**src/rtl/instr_fetch_unit_if.sv**
```systemverilog
// Instruction-memory fetch bus: single-cycle req/ready handshake, word address and returned data.
interface instr_fetch_unit_if;
    logic        imem_req;
    logic [31:0] imem_addr;
    logic [31:0] imem_rdata;
    logic        imem_ready;

    modport master (output imem_req, output imem_addr, input imem_rdata, input imem_ready);
    modport slave  (input imem_req, input imem_addr, output imem_rdata, output imem_ready);
endinterface

```
**src/rtl/instr_fetch_unit.sv**
```systemverilog
// Instruction fetch unit: owns the PC, fetches words over a req/ready bus and hands them to decode.
// Optional FETCH_PERF_CNT_EN adds fetch_count / stall_count performance counters.
module instr_fetch_unit #(
    parameter logic [31:0] RESET_PC = 32'h0000_0000,
    parameter logic [31:0] NOP_WORD = 32'h0000_0013
) (
    input  logic                      clk,
    input  logic                      rst,
    instr_fetch_unit_if.master        imem,
    input  logic                      stall,
    input  logic                      redirect_valid,
    input  logic [31:0]               redirect_pc,
    output logic [31:0]               ir,
    output logic [31:0]               ir_pc,
    output logic                      decoder_en,
    output logic                      fault
`ifdef FETCH_PERF_CNT_EN
    ,
    output logic [31:0]               fetch_count,
    output logic [31:0]               stall_count
`endif
);

    typedef enum logic [1:0] {FETCH = 2'd0, ISSUE = 2'd1, HALT = 2'd2} state_t;

    state_t      state;
    state_t      state_next;
    logic [31:0] pc;
    logic        redirect_aligned;

    assign redirect_aligned = (redirect_pc[1:0] == 2'b00);

    always_ff @(posedge clk) begin
        if (rst) begin
            state <= FETCH;
        end else begin
            state <= state_next;
        end
    end

    // Redirect outranks stall, which outranks a completing memory response.
    always_comb begin
        state_next = state;
        case (state)
            FETCH: begin
                if (redirect_valid) begin
                    state_next = redirect_aligned ? FETCH : HALT;
                end else if (!stall && imem.imem_ready) begin
                    state_next = ISSUE;
                end
            end
            ISSUE: begin
                if (redirect_valid) begin
                    state_next = redirect_aligned ? FETCH : HALT;
                end else if (!stall) begin
                    state_next = FETCH;
                end
            end
            HALT:    state_next = HALT;
            default: state_next = FETCH;
        endcase
    end

    always_comb begin
        imem.imem_req  = (state == FETCH) && !rst;
        imem.imem_addr = pc;
    end

    always_ff @(posedge clk) begin
        if (rst) begin
            pc         <= RESET_PC;
            ir         <= NOP_WORD;
            ir_pc      <= RESET_PC;
            decoder_en <= 1'b0;
            fault      <= 1'b0;
        end else if (state != HALT) begin
            if (redirect_valid) begin
                // Any word returning this cycle belongs to the abandoned path.
                ir         <= NOP_WORD;
                decoder_en <= 1'b0;
                if (redirect_aligned) begin
                    pc <= redirect_pc;
                end else begin
                    fault <= 1'b1;
                end
            end else if (!stall) begin
                if (state == FETCH && imem.imem_ready) begin
                    ir         <= imem.imem_rdata;
                    ir_pc      <= pc;
                    decoder_en <= 1'b1;
                end else if (state == ISSUE) begin
                    pc         <= pc + 32'd4;
                    decoder_en <= 1'b0;
                end
            end
        end
    end

`ifdef FETCH_PERF_CNT_EN
    always_ff @(posedge clk) begin
        if (rst) begin
            fetch_count <= 32'd0;
            stall_count <= 32'd0;
        end else begin
            if (state == ISSUE && decoder_en && !stall && !redirect_valid) begin
                fetch_count <= fetch_count + 32'd1;
            end
            if (state == ISSUE && stall) begin
                stall_count <= stall_count + 32'd1;
            end
        end
    end
`endif

endmodule

```
**src/flat_wrapper.sv**
```systemverilog
// flat-port wrapper written by rule: the top's interface ports become plain ports
module instr_fetch_unit_flat 
#(
    parameter logic [31:0] RESET_PC = 32'h0000_0000,
    parameter logic [31:0] NOP_WORD = 32'h0000_0013
)
  (clk, rst, stall, redirect_valid, redirect_pc, ir, ir_pc, decoder_en, fault, imem_imem_req, imem_imem_addr, imem_imem_rdata, imem_imem_ready);
  instr_fetch_unit_if imem_i ();
  input  logic clk;
  input  logic rst;
  input  logic stall;
  input  logic redirect_valid;
  input  logic [31:0] redirect_pc;
  output logic [31:0] ir;
  output logic [31:0] ir_pc;
  output logic decoder_en;
  output logic fault;
  output wire logic [$bits(imem_i.imem_req)-1:0] imem_imem_req;
  output wire logic [$bits(imem_i.imem_addr)-1:0] imem_imem_addr;
  input wire logic [$bits(imem_i.imem_rdata)-1:0] imem_imem_rdata;
  input wire logic [$bits(imem_i.imem_ready)-1:0] imem_imem_ready;
  assign imem_imem_req = imem_i.imem_req;
  assign imem_imem_addr = imem_i.imem_addr;
  assign imem_i.imem_rdata = imem_imem_rdata;
  assign imem_i.imem_ready = imem_imem_ready;
  instr_fetch_unit #(.RESET_PC(RESET_PC), .NOP_WORD(NOP_WORD)) u_core (.clk(clk), .rst(rst), .imem(imem_i), .stall(stall), .redirect_valid(redirect_valid), .redirect_pc(redirect_pc), .ir(ir), .ir_pc(ir_pc), .decoder_en(decoder_en), .fault(fault));
endmodule
```
**config.mk**
```make
export PLATFORM = sky130hd
export DESIGN_NAME = instr_fetch_unit_flat
export DESIGN_NICKNAME = d
export VERILOG_FILES = /design/src/rtl/instr_fetch_unit_if.sv /design/src/rtl/instr_fetch_unit.sv /design/src/flat_wrapper.sv
export SDC_FILE = /design/constraint.sdc
export NUM_CORES = 1
export LEC_CHECK = 0
export CAP_MARGIN = 25
export CORE_UTILIZATION = 60
export CTS_CLUSTER_DIAMETER = 60
export CTS_CLUSTER_SIZE = 10
export DETAILED_ROUTE_END_ITERATION = 8
export DONT_BUFFER_PORTS = 1
export PLACE_DENSITY = 0.86
export SYNTH_ARGS = -nofsm -noshare
export SYNTH_HDL_FRONTEND = slang
export SYNTH_SLANG_ARGS = --single-unit
```
**constraint.sdc**
```tcl
create_clock -name clk -period 2.74 [get_ports clk]
set_input_delay 0.274 -clock clk [delete_from_list [all_inputs] [get_ports clk]]
set_output_delay 0.274 -clock clk [all_outputs]
set_load 0.01 [all_outputs]
```
==> results of run 1 <==
## routing by layer
layer	part of all wire, %	wire length, um	up-vias	global-route usage [%]
li1	-	-	1905	-
met1	39	4390	1848	33.6
met2	47	5290	251	47.7
met3	11	1180	33	9.76
met4	2.9	322	0	13.3
met5	0	0	-	0
## cells in the mapped netlist, drive strengths merged, types with 3 or more instances
cell	n	area share [%]
clkbuf	33	2.9
nor2	64	5.5
a22oi	35	6.0
a21oi	55	6.3
a211oi	3	0.52
mux2i	4	0.92
nor2b	5	0.72
nand4	10	1.9
dfxtp	100	46
or3b	3	0.60
a31oi	10	1.4
buf	11	1.3
nor3	9	1.0
or2	3	0.43
o21ai	24	2.8
a22o	5	1.0
nand2	87	7.5
nor4	10	1.9
a32o	5	1.1
and3	13	1.9
and4	4	0.83
nand3	14	1.6
inv	7	0.60
## power groups by stage
stage	clock network, uW	logic [uW]	registers [uW]
4_1_cts	982	189	1540
5_1_grt	1040	210	1550
2_1_floorplan	0	162	1560
3_5_place_dp	0	166	1580
6_report	965	190	1540
3_3_place_gp	0	154	1580
## layout by cell type, fill, tap and decap left out, drive strengths merged, types with 10 or more instances in the layout
| cell type | instances |
|---|---|
| nand3 | 14 |
| and3 | 13 |
| clkbuf | 10 |
| buf | 14 |
| a22oi | 35 |
| nor2 | 64 |
| o21ai | 24 |
| a31oi | 10 |
| nor4 | 10 |
| dfxtp | 100 |
| nand4 | 10 |
| nand2 | 87 |
| a21oi | 55 |
## how the worst max path moves through the flow
stage                             startpoint                   endpoint
detailed placement  u_core.imem.imem_addr[7]  u_core.imem.imem_addr[25]
global route        u_core.imem.imem_addr[2]  u_core.imem.imem_addr[24]
floorplan           u_core.imem.imem_addr[2]  u_core.imem.imem_addr[28]
global placement    u_core.imem.imem_addr[2]  u_core.imem.imem_addr[28]
finish              u_core.imem.imem_addr[7]  u_core.imem.imem_addr[25]
CTS                 u_core.imem.imem_addr[2]  u_core.imem.imem_addr[28]
## timing repair
action / 4_1_cts / 5_1_grt
hold buffers: 2 / 0
setup endpoints to repair: 0 / 0
hold endpoints to repair: 82 / 0
## cells by family after synthesis
logic type	share of synthesized area (%)
buf+inv	4.73
mux	0.917
flops	45.8
compound gates	22.6
fa+ha+maj	0.286
simple gates	25.7
## flip-flops by register name, indices dropped and copies added, names as in the netlist
signal,count
u_core.imem.imem_addr,32
u_core.ir,32
u_core.ir_pc,32
u_core.state,2
u_core.decoder_en,1
u_core.fault,1
## final cells by class
cell class	instances	share of cell area, %
well taps	96	2.58
clock inverters	6	1.48
multi-input cells	391	46.4
clock buffers	10	2.95
repair buffers	15	3.06
inverters	7	0.564
flip-flops and latches	100	42.9
## through the flow
step | instances | hold WS, ns | total power, uW
detailed placement | 607 | 0.351 | 1740
finish | 625 | 0.0303 | 2700
floorplan | 542 | 0.437 | 1730
global placement | 606 | 0.350 | 1730
global route | 625 | 0.0144 | 2800
CTS | 625 | 0.00878 | 2710
==> flow_summary.json, run 1 <==
{
  "outcome": "finished, final reports clean",
  "p_seq_share_pct": 57.2,
  "coreArea_um2": 6910,
  "setup_viol_count_final": 0,
  "hold_class": "input port to flop",
  "startpoint_type": "flop",
  "num_antenna_cells": 0,
  "first_global_vias": 3657,
  "die_y_um": 87.3,
  "worst_pin_slew_ns": 0.981,
  "finalInstanceArea_um2": 4660,
  "initial_utilization_pct": 63.2,
  "synthFlopType": "dfxtp_1",
  "rsz0062_at_grt": "false",
  "wirelength_um": 11200,
  "cpMaxStageDelayCell": "nor4_4",
  "dieWidth_um": 87.3,
  "syn_to_final_growth_pct": 6.73,
  "ios": 168,
  "grt_use_total_pct": 28.8,
  "synth-edff-count": 0,
  "syn_area_um2": 4370,
  "maxCapViolCount": 0,
  "syn_inst": 542,
  "fin_crit_ns": 2.49,
  "period_share_pct": 90.9,
  "reg2reg_from": "u_core.imem.imem_addr[7]",
  "antenna_found_initial": 0,
  "cts_made_buffers": 9,
  "initialDrtViolationCount": 409,
  "slew_violations": 0,
  "max_freq_ghz": 0.402,
  "drcViolationCount": 0,
  "place_hpwl_um": 7550,
  "path_depth": 5,
  "cp.required_ns": 3.00,
  "vias_per_cell": 6.46,
  "fin_ws_ns": 0.250,
  "fillers": 570,
  "pre_cts_slack_ns": 0.323,
  "grt_max_degree": 83,
  "crit_path_cell_trace": "nand3_1 > or3_1 > nor4_4 > a31oi_1 > a311o_1",
  "synth_warnings": 0,
  "cp_top_family": "simple AND/OR/NAND/NOR gates",
  "ys_types": 56,
  "cts_tree": "built",
  "p_per_area_nw_per_um2": 579,
  "dr_total_vias": 4037,
  "cts_sinks": 100,
  "leakagePower_uw": 0.00160,
  "p_sw_share_pct": 25.4,
  "p_int_uw": 2010,
  "pwr-share-clk_pct": 35.8,
  "synth_async_sr_flop_share_pct": 0,
  "synth_nets": 612,
  "critical_path.max_stage_delay_ns": 0.59,
  "irDropWorstVdd_mv": 0.344,
  "cts_setup_buffers": 0,
  "clock_latency_ns": 0.36,
  "hp-start": "rst",
  "synth.avg_cell_area_um2": 8.06,
  "critPathArrivalTime_ns": 2.75,
  "p_switching_uw": 687,
  "root_buffer": "clkbuf_8",
  "r2r_slack_ns": 0.25,
  "gp_congestion": 0.865,
  "yosysSeqAreaShare_pct": 45.8,
  "relSlewSlack_pct": 34.6,
  "grt_overflow": 0,
  "cts_buffer_depth": 2,
  "grt_first_pass_wirelength_um": 17100,
  "postRouteAntennaNets": 0,
  "dr.pass1.iters": 6,
  "regToRegEndpoint": "u_core.imem.imem_addr[25]",
  "row_count": 30,
  "crit_path_end_kind": "flop",
  "wl_per_cell_um": 17.9,
  "critPathKind": "flop to flop",
  "drive_gt1_share_pct": 8.51,
  "final_core_util_pct": 67.5,
  "critPathBufInv": 0,
  "clk_pin_slew_ns": 0.10,
  "synth_seq_cells": 100,
  "post_dp_cell_area_um2": 4420,
  "crit_fanout": 10,
  "cts_htree_levels": 3,
  "die_area_um2": 7620,
  "seq_area_um2": 2000,
  "fin_nets": 594,
  "final_hold_viol_count": 0,
  "worst_r2r_path_depth": 5,
  "port_buffers": 0,
  "fin_worst_skew_ns": 0.0173,
  "multi_input_area_um2": 2160,
  "hold_path_depth": 1,
  "min_to": "u_core.imem.imem_addr[13]",
  "ctsResizeCount": 0,
  "fin_setup_tns_ns": 0,
  "combPwrFrac_pct": 7.0
}
Note: power is estimated with default switching activity, not from simulation.
==> inputs of run 2 (changes only) <==
--- a/config.mk
+++ b/config.mk
@@ -7,7 +7,8 @@
 export LEC_CHECK = 0
 export CAP_MARGIN = 25
 export CORE_UTILIZATION = 60
-export CTS_CLUSTER_DIAMETER = 60
+export CTS_BUF_LIST = sky130_fd_sc_hd__clkbuf_16
+export CTS_CLUSTER_DIAMETER = 30
 export CTS_CLUSTER_SIZE = 10
 export DETAILED_ROUTE_END_ITERATION = 8
 export DONT_BUFFER_PORTS = 1
==> flow_summary.json, run 2 (synthesis results as in run 1) <==
{
  "outcome": "finished, final reports clean",
  "vias_per_cell": 6.47,
  "dpl.cell_count": 607,
  "crit_path_end_kind": "flop",
  "grt_max_degree": 86,
  "fin_setup_tns_ns": 0,
  "wl_per_cell_um": 18.1,
  "die_area_um2": 7620,
  "worst_r2r_path_depth": 5,
  "row_count": 30,
  "final_cells": 626,
  "fin_nets": 595,
  "critPathArrivalTime_ns": 2.71,
  "cts_htree_levels": 3,
  "initialDrtViolationCount": 432,
  "syn_to_final_growth_pct": 8.65,
  "place_hpwl_um": 7550,
  "first_global_vias": 3636,
  "dieWidth_um": 87.3,
  "ios": 168,
  "p_switching_uw": 710,
  "wirelength_um": 11300,
  "initial_utilization_pct": 63.2,
  "drcViolationCount": 0,
  "die_y_um": 87.3,
  "ctsResizeCount": 0,
  "postRouteAntennaNets": 0,
  "fin_crit_ns": 2.49,
  "crit_fanout": 10,
  "antenna_found_initial": 0,
  "combPwrFrac_pct": 5.9,
  "cp.required_ns": 2.97,
  "period_share_pct": 90.8,
  "p_seq_share_pct": 51.9,
  "mostFrequentLayoutCell": "dfxtp_1",
  "max_freq_ghz": 0.402,
  "p_int_uw": 2270,
  "critical_path.max_stage_delay_ns": 0.57,
  "irDropWorstVdd_mv": 0.322,
  "clk_pin_slew_ns": 0.07,
  "leakagePower_uw": 0.00164,
  "hold_class": "input port to flop",
  "p_per_area_nw_per_um2": 628,
  "critPathKind": "flop to flop",
  "hold_path_depth": 1,
  "root_buffer": "clkbuf_16",
  "grt_first_pass_wirelength_um": 17300,
  "mostFrequentLayoutCells": "dfxtp_1 (100), nand2_1 (87), nor2_1 (64)",
  "cts_setup_buffers": 0,
  "final_hold_viol_count": 0,
  "pwr-share-clk_pct": 42.3,
  "r2r_slack_ns": 0.25,
  "slew_violations": 0,
  "postCtsHoldBufs": 3,
  "setup_viol_count_final": 0,
  "reg2reg_from": "u_core.imem.imem_addr[7]",
  "drive_gt1_share_pct": 8.11,
  "pre_cts_slack_ns": 0.323,
  "cts_buffer_depth": 2,
  "coreArea_um2": 6910,
  "hp-start": "rst",
  "worst_pin_slew_ns": 0.997,
  "relSlewSlack_pct": 33.5,
  "cts_tree": "built",
  "port_buffers": 0,
  "cts_sinks": 100,
  "fin_ws_ns": 0.252,
  "clock_latency_ns": 0.34,
  "gp_congestion": 0.865,
  "grt_use_total_pct": 29.0,
  "min_to": "u_core.ir_pc[24]",
  "crit_path_cell_trace": "nand3_1 > or3_1 > nor4_4 > a31oi_1 > a311o_1",
  "p_sw_share_pct": 23.8,
  "fin_worst_skew_ns": 0.00939,
  "grt_overflow": 0,
  "num_antenna_cells": 0,
  "rsz0062_at_grt": "false",
  "cts_made_buffers": 9,
  "maxCapViolCount": 0,
  "startpoint_type": "flop",
  "regToRegEndpoint": "u_core.imem.imem_addr[25]",
  "dr_total_vias": 4052,
  "dr.pass1.iters": 5,
  "cpMaxStageDelayCell": "nor4_4"
}
run 2: final cells by class:
type                            count  area, um^2
Multi-Input combinational cell    391        2160
Sequential cell                   100        2000
Tap cell                           96         120
Clock inverter                      7        72.6
Timing Repair Buffer               16         135
Fill cell                         563        2160
Clock buffer                        9         225
Inverter                            7        26.3
run 2: routing by layer:
| metal | share of wire, % | track usage [%] | vias up |
|---|---|---|---|
| met5 | 0 | 0 | - |
| met2 | 47 | 48.4 | 244 |
| met4 | 2.4 | 12.2 | 0 |
| li1 | - | - | 1909 |
| met3 | 10 | 9.10 | 30 |
| met1 | 40 | 34.4 | 1869 |
run 2: per-stage QoR:
step	total power (uW)	hold WS, ns	instance area [um^2]	util, %
final	2980	0.00614	4750	68.7
after global routing	3080	0.000944	4750	68.7
after CTS	2990	0.0000436	4750	68.7
after detailed placement	1740	0.351	4420	64.0
after global placement	1730	0.350	4400	63.7
after floorplan	1730	0.437	4370	-
run 2: how the worst max path moves through the flow:
stage	end	cells past startpoint	start	slack (ns)
after floorplan	u_core.imem.imem_addr[28]	7	u_core.imem.imem_addr[2]	0.49
after global placement	u_core.imem.imem_addr[28]	6	u_core.imem.imem_addr[2]	0.39
after detailed placement	u_core.imem.imem_addr[25]	5	u_core.imem.imem_addr[7]	0.32
after CTS	u_core.imem.imem_addr[28]	6	u_core.imem.imem_addr[2]	0.30
after global routing	u_core.imem.imem_addr[24]	6	u_core.imem.imem_addr[2]	0.06
final	u_core.imem.imem_addr[25]	5	u_core.imem.imem_addr[7]	0.25
run 2: worst max-delay path, delay by kind of cell (launching register included):
family,cells,cell delay [ns]
flip-flops,1,0.50
AO/OA/AOI/OAI,2,0.54
AND/OR/NAND/NOR,3,1.34
run 2: power by group through the flow:
stage	sequential [uW]	clock [uW]	combinational (uW)
2_1_floorplan	1560	0	162
3_3_place_gp	1580	0	154
3_5_place_dp	1580	0	166
4_1_cts	1540	1270	173
5_1_grt	1550	1330	194
6_report	1550	1260	175
==> inputs of run 3 (changes only) <==
==> constraint.sdc (replaced) <==
create_clock -name clk -period 2.85 [get_ports clk]
set_input_delay 0.285 -clock clk [delete_from_list [all_inputs] [get_ports clk]]
set_output_delay 0.285 -clock clk [all_outputs]
set_load 0.02 [all_outputs]
==> flow_summary.json, run 3 (synthesis results as in run 1) <==
{
  "cts_tree": "built",
  "cts_made_buffers": 9,
  "setup_viol_count_final": 0,
  "drcViolationCount": 0,
  "mostFrequentLayoutCells": "dfxtp_1 (100), nand2_1 (87), nor2_1 (64)",
  "initial_utilization_pct": 63.2,
  "power_uw": 3020,
  "combPwrFrac_pct": 5.7,
  "rsz0062_at_grt": "false",
  "final_hold_viol_count": 0,
  "period_share_pct": 87.8,
  "die_y_um": 87.3,
  "outcome": "finished, final reports clean",
  "die_area_um2": 7620,
  "p_int_uw": 2340,
  "crit_fanout": 8,
  "relSlewSlack_pct": 31.9,
  "cts_buffer_depth": 2,
  "gp_congestion": 0.872,
  "num_antenna_cells": 0,
  "ctsResizeCount": 0,
  "first_global_vias": 3690,
  "pwr-share-clk_pct": 44.6,
  "slew_violations": 0,
  "crit_path_end": "u_core.imem.imem_addr[28]",
  "root_buffer": "clkbuf_16",
  "r2r_slack_ns": 0.35,
  "cts_htree_levels": 3,
  "p_sw_share_pct": 22.4,
  "irDropWorstVdd_mv": 0.350,
  "vias_per_cell": 6.44,
  "fin_setup_tns_ns": 0,
  "grt_use_total_pct": 29.4,
  "mostFrequentLayoutCell": "dfxtp_1",
  "critPathKind": "flop to flop",
  "postCtsHoldBufs": 0,
  "fin_nets": 596,
  "p_per_area_nw_per_um2": 632,
  "regToRegEndpoint": "u_core.imem.imem_addr[28]",
  "drive_gt1_share_pct": 8.70,
  "maxCapViolCount": 0,
  "p_switching_uw": 675,
  "worst_pin_slew_ns": 1.02,
  "cp-startpoint": "u_core.imem.imem_addr[2]",
  "startpoint_type": "flop",
  "max_freq_ghz": 0.399,
  "antenna_found_initial": 0,
  "wl_per_cell_um": 17.9,
  "fin_worst_skew_ns": 0.00935,
  "crit_path_end_kind": "flop",
  "cts_setup_buffers": 0,
  "cp.required_ns": 3.06,
  "syn_to_final_growth_pct": 9.34,
  "postRouteAntennaNets": 0,
  "worst_r2r_path_depth": 6,
  "hp-start": "rst",
  "clock_latency_ns": 0.34,
  "reg2reg_from": "u_core.imem.imem_addr[2]",
  "port_buffers": 0,
  "ios": 168,
  "grt_max_degree": 98,
  "coreArea_um2": 6910,
  "grt_overflow": 0,
  "grt_first_pass_wirelength_um": 17400,
  "critPathArrivalTime_ns": 2.72,
  "row_count": 30,
  "fin_crit_ns": 2.50,
  "place_hpwl_um": 7570,
  "hold_class": "input port to flop",
  "dr_total_vias": 4024,
  "fillers": 553,
  "wirelength_um": 11200,
  "dr.pass1.iters": 5,
  "initialDrtViolationCount": 386,
  "leakagePower_uw": 0.00166,
  "clk_pin_slew_ns": 0.07,
  "dieWidth_um": 87.3,
  "cts_sinks": 100,
  "p_seq_share_pct": 49.7
}
## run 3: cell types whose count changed in the layout (fill, tap and decap cells not counted)
cell           before  now
clkinv_4            1    0
inv_6               2    0
dlygate4sd3_1       3    0
bufinv_16           1    3
clkinv_1            1    0
buf_4              12   16
## run 3: layer usage
| layer | global-route usage (%) | part of all wire, % | vias to the layer above |
|---|---|---|---|
| met1 | 34.3 | 39 | 1830 |
| met4 | 16.8 | 3.1 | 0 |
| met2 | 47.7 | 47 | 260 |
| li1 | - | - | 1907 |
| met5 | 0 | 0 | - |
| met3 | 9.19 | 10 | 27 |
## run 3: worst min path at each step
stage	slack, ns	end	cells past startpoint
3_5_place_dp	0.36	u_core.ir_pc[28]	1
6_report	0.02	u_core.ir_pc[26]	1
3_3_place_gp	0.36	u_core.ir_pc[26]	1
2_1_floorplan	0.45	u_core.ir[10]	2
4_1_cts	0.006	u_core.ir_pc[28]	1
5_1_grt	0.005	u_core.ir_pc[28]	1
## run 3: through the flow
| stage | cells | worst slack (ns) | instance area, um^2 | hold slack, ns | util, % |
|---|---|---|---|---|---|
| floorplan | 542 | 0.514 | 4370 | 0.448 | - |
| global placement | 610 | 0.499 | 4430 | 0.360 | 64.2 |
| detailed placement | 611 | 0.431 | 4450 | 0.362 | 64.4 |
| CTS | 625 | 0.404 | 4780 | 0.00561 | 69.1 |
| global route | 625 | 0.191 | 4780 | 0.00452 | 69.1 |
| finish | 625 | 0.346 | 4780 | 0.0205 | 69.1 |
## run 3: worst max-delay path, cell delays in order, from the launching register on
cell and delay, ns:
dfxtp_1 0.35, ha_1 0.23, nand3_1 0.23, nor4_2 0.56, and3_1 0.40, a31oi_1 0.15, or3b_2 0.47
## run 3: area by class of cell
type / count / area [um^2] / area share (%)
multi-input combinational: 391 / 2160 / 45.3
sequential: 100 / 2000 / 41.9
timing repair buffer: 17 / 135 / 2.83
clock buffer: 9 / 225 / 4.72
inverter: 7 / 26.3 / 0.550
clock inverter: 5 / 103 / 2.15
tap: 96 / 120 / 2.52
## run 3: power groups by stage
stage	registers (uW)	logic [uW]	clock network (uW)
floorplan	1530	156	0
CTS	1500	173	1360
global route	1500	192	1420
finish	1500	173	1350
global placement	1530	161	0
detailed placement	1530	172	0
